--- src/rtl/uart_tx_arb_if.sv ---
// Requester / transmitter handshake bundle around the UART transmit arbiter.
// The arbiter takes the slave view; the requesters and uart_tx side take master.
interface uart_tx_arb_if;
  logic [3:0]  req;
  logic [31:0] req_data;
  logic [3:0]  ack;
  logic [3:0]  done;
  logic        tx_start;
  logic [7:0]  tx_data;
  logic        tx_busy;
  logic        tx_end;
  logic [1:0]  owner;
  logic        active;
  logic        timeout;

  modport master (
    output req, req_data, tx_busy, tx_end,
    input  ack, done, tx_start, tx_data, owner, active, timeout
  );

  modport slave (
    input  req, req_data, tx_busy, tx_end,
    output ack, done, tx_start, tx_data, owner, active, timeout
  );
endinterface

--- src/rtl/uart_tx_arb.sv ---
// Round-robin arbiter handing one byte at a time from four requesters to a
// single UART transmitter, with a watchdog that aborts a transfer whose
// tx_end never arrives. Every output comes straight from a flop.
module uart_tx_arb #(
  parameter int TO_W = 16
) (
  input logic        clk,
  input logic        reset,
  uart_tx_arb_if.slave bus
);

  typedef enum logic [1:0] {IDLE = 2'd0, START = 2'd1, WAIT = 2'd2} state_t;

  localparam logic [TO_W-1:0] TERM = {TO_W{1'b1}};

  state_t          state_q, state_d;
  logic [1:0]      rr_q, rr_d;
  logic [1:0]      owner_q, owner_d;
  logic [7:0]      data_q, data_d;
  logic [TO_W-1:0] cnt_q, cnt_d;
  logic            start_q, start_d;
  logic [3:0]      ack_q, ack_d;
  logic [3:0]      done_q, done_d;
  logic            active_q, active_d;
  logic            to_q, to_d;
  logic [1:0]      sel;

  // First set request bit found when searching p, p+1, ... modulo 4.
  function automatic logic [1:0] rr_pick(input logic [3:0] r, input logic [1:0] p);
    logic [1:0] idx;
    logic [1:0] pick;
    pick = p;
    for (int k = 3; k >= 0; k--) begin
      idx = p + 2'(k);
      if (r[idx]) pick = idx;
    end
    return pick;
  endfunction

  // Watchdog increment that parks at the terminal count instead of wrapping.
  function automatic logic [TO_W-1:0] sat_inc(input logic [TO_W-1:0] c);
    return (c == TERM) ? c : c + TO_W'(1);
  endfunction

  assign sel = rr_pick(bus.req, rr_q);

  // Next-state and next-output decode; the counter reads 0 during START and
  // equals the WAIT cycle number (1, 2, ...) during WAIT.
  always_comb begin
    state_d  = state_q;
    rr_d     = rr_q;
    owner_d  = owner_q;
    data_d   = data_q;
    cnt_d    = cnt_q;
    start_d  = 1'b0;
    ack_d    = 4'b0000;
    done_d   = 4'b0000;
    active_d = 1'b0;
    to_d     = 1'b0;
    case (state_q)
      IDLE: begin
        if (!bus.tx_busy && (bus.req != 4'b0000)) begin
          owner_d  = sel;
          data_d   = bus.req_data[{sel, 3'b000} +: 8];
          cnt_d    = '0;
          start_d  = 1'b1;
          ack_d    = 4'b0001 << sel;
          active_d = 1'b1;
          state_d  = START;
        end
      end
      START: begin
        cnt_d    = sat_inc(cnt_q);
        active_d = 1'b1;
        state_d  = WAIT;
      end
      WAIT: begin
        if (bus.tx_end) begin
          // tx_end takes priority over a simultaneous terminal count
          done_d  = 4'b0001 << owner_q;
          rr_d    = owner_q + 2'd1;
          state_d = IDLE;
        end else if (cnt_q == TERM) begin
          to_d    = 1'b1;
          rr_d    = owner_q + 2'd1;
          state_d = IDLE;
        end else begin
          cnt_d    = sat_inc(cnt_q);
          active_d = 1'b1;
        end
      end
      default: state_d = IDLE;
    endcase
  end

  // State and output registers; reset abandons any transfer in flight.
  always_ff @(posedge clk or posedge reset) begin
    if (reset) begin
      state_q  <= IDLE;
      rr_q     <= 2'd0;
      owner_q  <= 2'd0;
      data_q   <= 8'h00;
      cnt_q    <= '0;
      start_q  <= 1'b0;
      ack_q    <= 4'b0000;
      done_q   <= 4'b0000;
      active_q <= 1'b0;
      to_q     <= 1'b0;
    end else begin
      state_q  <= state_d;
      rr_q     <= rr_d;
      owner_q  <= owner_d;
      data_q   <= data_d;
      cnt_q    <= cnt_d;
      start_q  <= start_d;
      ack_q    <= ack_d;
      done_q   <= done_d;
      active_q <= active_d;
      to_q     <= to_d;
    end
  end

  assign bus.tx_start = start_q;
  assign bus.tx_data  = data_q;
  assign bus.ack      = ack_q;
  assign bus.done     = done_q;
  assign bus.owner    = owner_q;
  assign bus.active   = active_q;
  assign bus.timeout  = to_q;

endmodule
--- src/flat_wrapper.sv ---
// flat-port wrapper written by rule: the top's interface ports become plain ports
module uart_tx_arb_flat 
#(
  parameter int TO_W = 16
)
  (clk, reset, bus_req, bus_req_data, bus_tx_busy, bus_tx_end, bus_ack, bus_done, bus_tx_start, bus_tx_data, bus_owner, bus_active, bus_timeout);
  uart_tx_arb_if bus_i ();
  input logic clk;
  input logic reset;
  input wire logic [$bits(bus_i.req)-1:0] bus_req;
  input wire logic [$bits(bus_i.req_data)-1:0] bus_req_data;
  input wire logic [$bits(bus_i.tx_busy)-1:0] bus_tx_busy;
  input wire logic [$bits(bus_i.tx_end)-1:0] bus_tx_end;
  output wire logic [$bits(bus_i.ack)-1:0] bus_ack;
  output wire logic [$bits(bus_i.done)-1:0] bus_done;
  output wire logic [$bits(bus_i.tx_start)-1:0] bus_tx_start;
  output wire logic [$bits(bus_i.tx_data)-1:0] bus_tx_data;
  output wire logic [$bits(bus_i.owner)-1:0] bus_owner;
  output wire logic [$bits(bus_i.active)-1:0] bus_active;
  output wire logic [$bits(bus_i.timeout)-1:0] bus_timeout;
  assign bus_i.req = bus_req;
  assign bus_i.req_data = bus_req_data;
  assign bus_i.tx_busy = bus_tx_busy;
  assign bus_i.tx_end = bus_tx_end;
  assign bus_ack = bus_i.ack;
  assign bus_done = bus_i.done;
  assign bus_tx_start = bus_i.tx_start;
  assign bus_tx_data = bus_i.tx_data;
  assign bus_owner = bus_i.owner;
  assign bus_active = bus_i.active;
  assign bus_timeout = bus_i.timeout;
  uart_tx_arb #(.TO_W(TO_W)) u_core (.clk(clk), .reset(reset), .bus(bus_i));
endmodule
--- config.mk ---
export PLATFORM = sky130hd
export DESIGN_NAME = uart_tx_arb_flat
export DESIGN_NICKNAME = d
export VERILOG_FILES = /design/src/rtl/uart_tx_arb_if.sv /design/src/rtl/uart_tx_arb.sv /design/src/flat_wrapper.sv
export SDC_FILE = /design/constraint.sdc
export NUM_CORES = 1
export LEC_CHECK = 0
export CAP_MARGIN = 0
export CORE_MARGIN = 5
export CORE_UTILIZATION = 45
export DETAILED_ROUTE_END_ITERATION = 12
export GPL_TIMING_DRIVEN = 1
export PLACE_DENSITY = 0.83
export SLEW_MARGIN = 20
export SYNTH_ARGS = -nofsm -noshare
export SYNTH_HDL_FRONTEND = slang
export SYNTH_SLANG_ARGS = --single-unit
--- constraint.sdc ---
create_clock -name clk -period 5.6 [get_ports clk]
set_input_delay 1.12 -clock clk [delete_from_list [all_inputs] [get_ports clk]]
set_output_delay 1.12 -clock clk [all_outputs]
set_load 0.03 [all_outputs]
==> out/qor.txt <==
Status: finished clean
Clock buffer count from CTS: 5
Post-CTS Resized: 0
Core area: 4820 µm²
# fillers: 422
Largest net degree at the start of global routing: 42
Vias per cell: 5.55
Post-synthesis instance area: 2280 µm²
Die Ht: 81.1 µm
Post-Layout Cell Count: 362
# H-tree levels: 2
CP required: 5.80 ns
DRT Pass-1 Iters: 4
Setup tns final: 0 ns
Fraction of layout cells with a size suffix above 1: 0.0644
Final setup viols: 0
Clock root cell: clkbuf_8
GRT overflow: 0
Global-route wire length before repair: 9150 µm
GP Congestion: 0.810
Area of placed instances: 2920 µm²
Mux cell area share after synthesis: 0.0495
Worst setup EP type: flip-flop
Reg clk slew, reported paths: 0.08 ns
I/O Pins: 61
Worst Tran Pin Value: 0.947 ns
Startpoint class of the critical path: input port
Antenna Nets Post-Route: 0
Final Cell Area: 3010 µm²
Relative slew margins: 0.366
Crit path arrival time: 3.53 ns
IO buf count: 60
Row count: 25
Routed Wire Length: 5710 µm
Via count: 2009
Switching Fraction: 0.427
Drt wl/cell: 15.8 µm
Drt initial violations: 138
Combinational power share: 0.490
Int Power: 694 µW
Pwr Density: 402 nW/µm²
Avg Inst Size Synth: 9.61 µm²
Clock Path Buffers: 2
Largest family of logic cells by synthesized area: compound AO/OA/AOI/OAI gates
Placed cells: 355
Leakage: 0.00124 µW
P_sw: 516 µW
Placed wire-length estimate: 4410 µm
Total die area: 6580 µm²
Clk_lat worst skew: 0.30 ns
Vias in the first global route: 1959
Compound-Gate Fraction of Synth Area: 0.215
Register area share after synthesis: 0.451
Hold WC Path Type: flip-flop to flip-flop
Total track usage: 0.178
Period utilization: 0.594
Post-Synth XOR/XNOR Area: 0.00769
Post-Synth Simple-Gate Area: 0.186
Max Fclk: 0.301 GHz
Initial cell density of the core: 0.473
Post-layout util: 0.625
Die width: 81.1 µm
Final Slew Violations: 0
Reg power frac: 0.347
Ys Warns: 0
Layout Skew: 0.0105 ns
Drt drc: 0
Fin. Hold Viols: 0
Largest driver fanout on the critical path: 12
Unrepaired setup endpoints after global routing: no
Maxcap violations: 0
Synthesis-to-finish area growth: 32.2%
Antenna violations before repair: 0
Setup bufs post-CTS: 0
Tot Pwr: 1210 µW
Asr flop ratio synth: 1.00
Antenna cells: 0
Synth Area in Adders: 0.0495
Synth Flop Type: dfrtp_1
Synthesized instance count: 237
Mapped Nets: 286
Synthesized flop and latch total: 41
# hold bufs at CTS: 0
Number of flops mapped to enable cells by yosys: 0
CTS tree: built
Min cycle time layout: 3.33 ns
Critical path class: input port to flip-flop
Peak VDD IR: 0.270 mV
Clock power share: 0.163
Clock sink total: 41
Yosys cell types: 42
Nets: 344
## cells by family after synthesis
group | count (synthesis)
AO/OA/AOI/OAI | 71
XOR/XNOR | 2
adder cells (fa/ha/maj) | 9
buffers and inverters | 21
flip-flops | 41
multiplexers | 11
AND/OR/NAND/NOR | 82
## per-stage QoR
stage	hold WS, ns	worst slack [ns]
2_1_floorplan	0.473	3.06
3_3_place_gp	0.489	2.06
3_5_place_dp	0.535	2.04
4_1_cts	0.551	2.31
5_1_grt	0.588	2.03
6_report	0.549	2.27
## area by class of cell
type	instances	area, µm²	area share
Multi-Input combinational cell	175	1160	0.387
Tap cell	67	83.8	0.0278
Clock buffer	7	86.3	0.0287
Inverter	11	41.3	0.0137
Timing Repair Buffer	61	608	0.202
Sequential cell	41	1030	0.341
## routing by layer
metal | GRT usage | share of wire
met1 | 0.229 | 0.43
met2 | 0.293 | 0.51
met3 | 0.0466 | 0.047
met4 | 0.0507 | 0.0089
met5 | 0 | 0
## critical path, cell delays in order
cell and delay, ns:
clkdlybuf4s50_1 0.52, nor4_2 0.50, nor2_1 0.12, nand2_1 0.19, inv_1 0.23, o21ai_1 0.47
a211oi_1 0.12, a211oi_1 0.25
## power groups by stage
stage / Sequential [µW] / Combinational (µW) / Clock (µW)
2_1_floorplan: 512 / 307 / 0
3_3_place_gp: 423 / 569 / 0
3_5_place_dp: 427 / 588 / 0
4_1_cts: 421 / 592 / 198
5_1_grt: 432 / 643 / 212
6_report: 420 / 593 / 197
## final timing paths
kind                       slack [ns]                    end            start  depth (start not counted)
max                              2.27  u_core.bus.tx_data[2]       bus_req[3]                          8
min                              0.55        u_core.cnt_q[1]  u_core.cnt_q[1]                          2
max reg2reg                      3.13        u_core.cnt_q[8]  u_core.cnt_q[0]                          6
min reg2reg                      0.55        u_core.cnt_q[1]  u_core.cnt_q[1]                          2
max in group asynchronous        3.99  u_core.bus.tx_data[5]            reset                          3
min in group asynchronous        1.26        u_core.cnt_q[6]            reset                          3
## cell usage after synthesis (2+ instances only)
| cell | number | area, µm² |
|---|---|---|
| mux2i_1 | 9 | 90.1 |
| or3_1 | 8 | 50.1 |
| and2_1 | 2 | 12.5 |
| clkbuf_1 | 4 | 15.0 |
| o21ai_0 | 8 | 40.0 |
| inv_1 | 10 | 37.5 |
| nand2_1 | 23 | 86.3 |
| nor3_1 | 3 | 15.0 |
| o31ai_1 | 4 | 30.0 |
| buf_2 | 4 | 20.0 |
| nor2_1 | 16 | 60.1 |
| or4_1 | 4 | 30.0 |
| o21a_1 | 2 | 15.0 |
| a21oi_1 | 16 | 80.1 |
| nand3_1 | 6 | 30.0 |
| mux2_2 | 2 | 22.5 |
| nor2b_1 | 6 | 37.5 |
| a211oi_1 | 24 | 180 |
| and3_1 | 7 | 43.8 |
| o21ai_1 | 9 | 45.0 |
| ha_1 | 9 | 113 |
| dfrtp_1 | 41 | 1030 |
## state kept, by name, indices dropped and copies added (netlist names)
register / count
u_core.cnt_q: 16
u_core.bus.ack: 4
u_core.bus.active: 1
u_core.bus.tx_data: 8
u_core.state_q: 2
u_core.bus.done: 4
u_core.bus.timeout: 1
u_core.bus.tx_start: 1
u_core.rr_q: 2
u_core.bus.owner: 2
## cells in the final DEF (no fill, tap or decap), types with 6 or more instances in the layout
cell | synthesis | routed
clkdlybuf4s50_1 | 0 | 60
dfrtp_1 | 41 | 41
a211oi_1 | 24 | 24
nand2_1 | 23 | 23
nor2_1 | 16 | 16
a21oi_1 | 16 | 16
inv_1 | 10 | 10
mux2i_1 | 9 | 9
ha_1 | 9 | 9
o21ai_0 | 8 | 8
or3_1 | 8 | 8
o21ai_1 | 9 | 8
and3_1 | 7 | 7
nand3_1 | 6 | 6
nor2b_1 | 6 | 6
clkbuf_8 | 0 | 6
(Power assumes the default switching activity.)
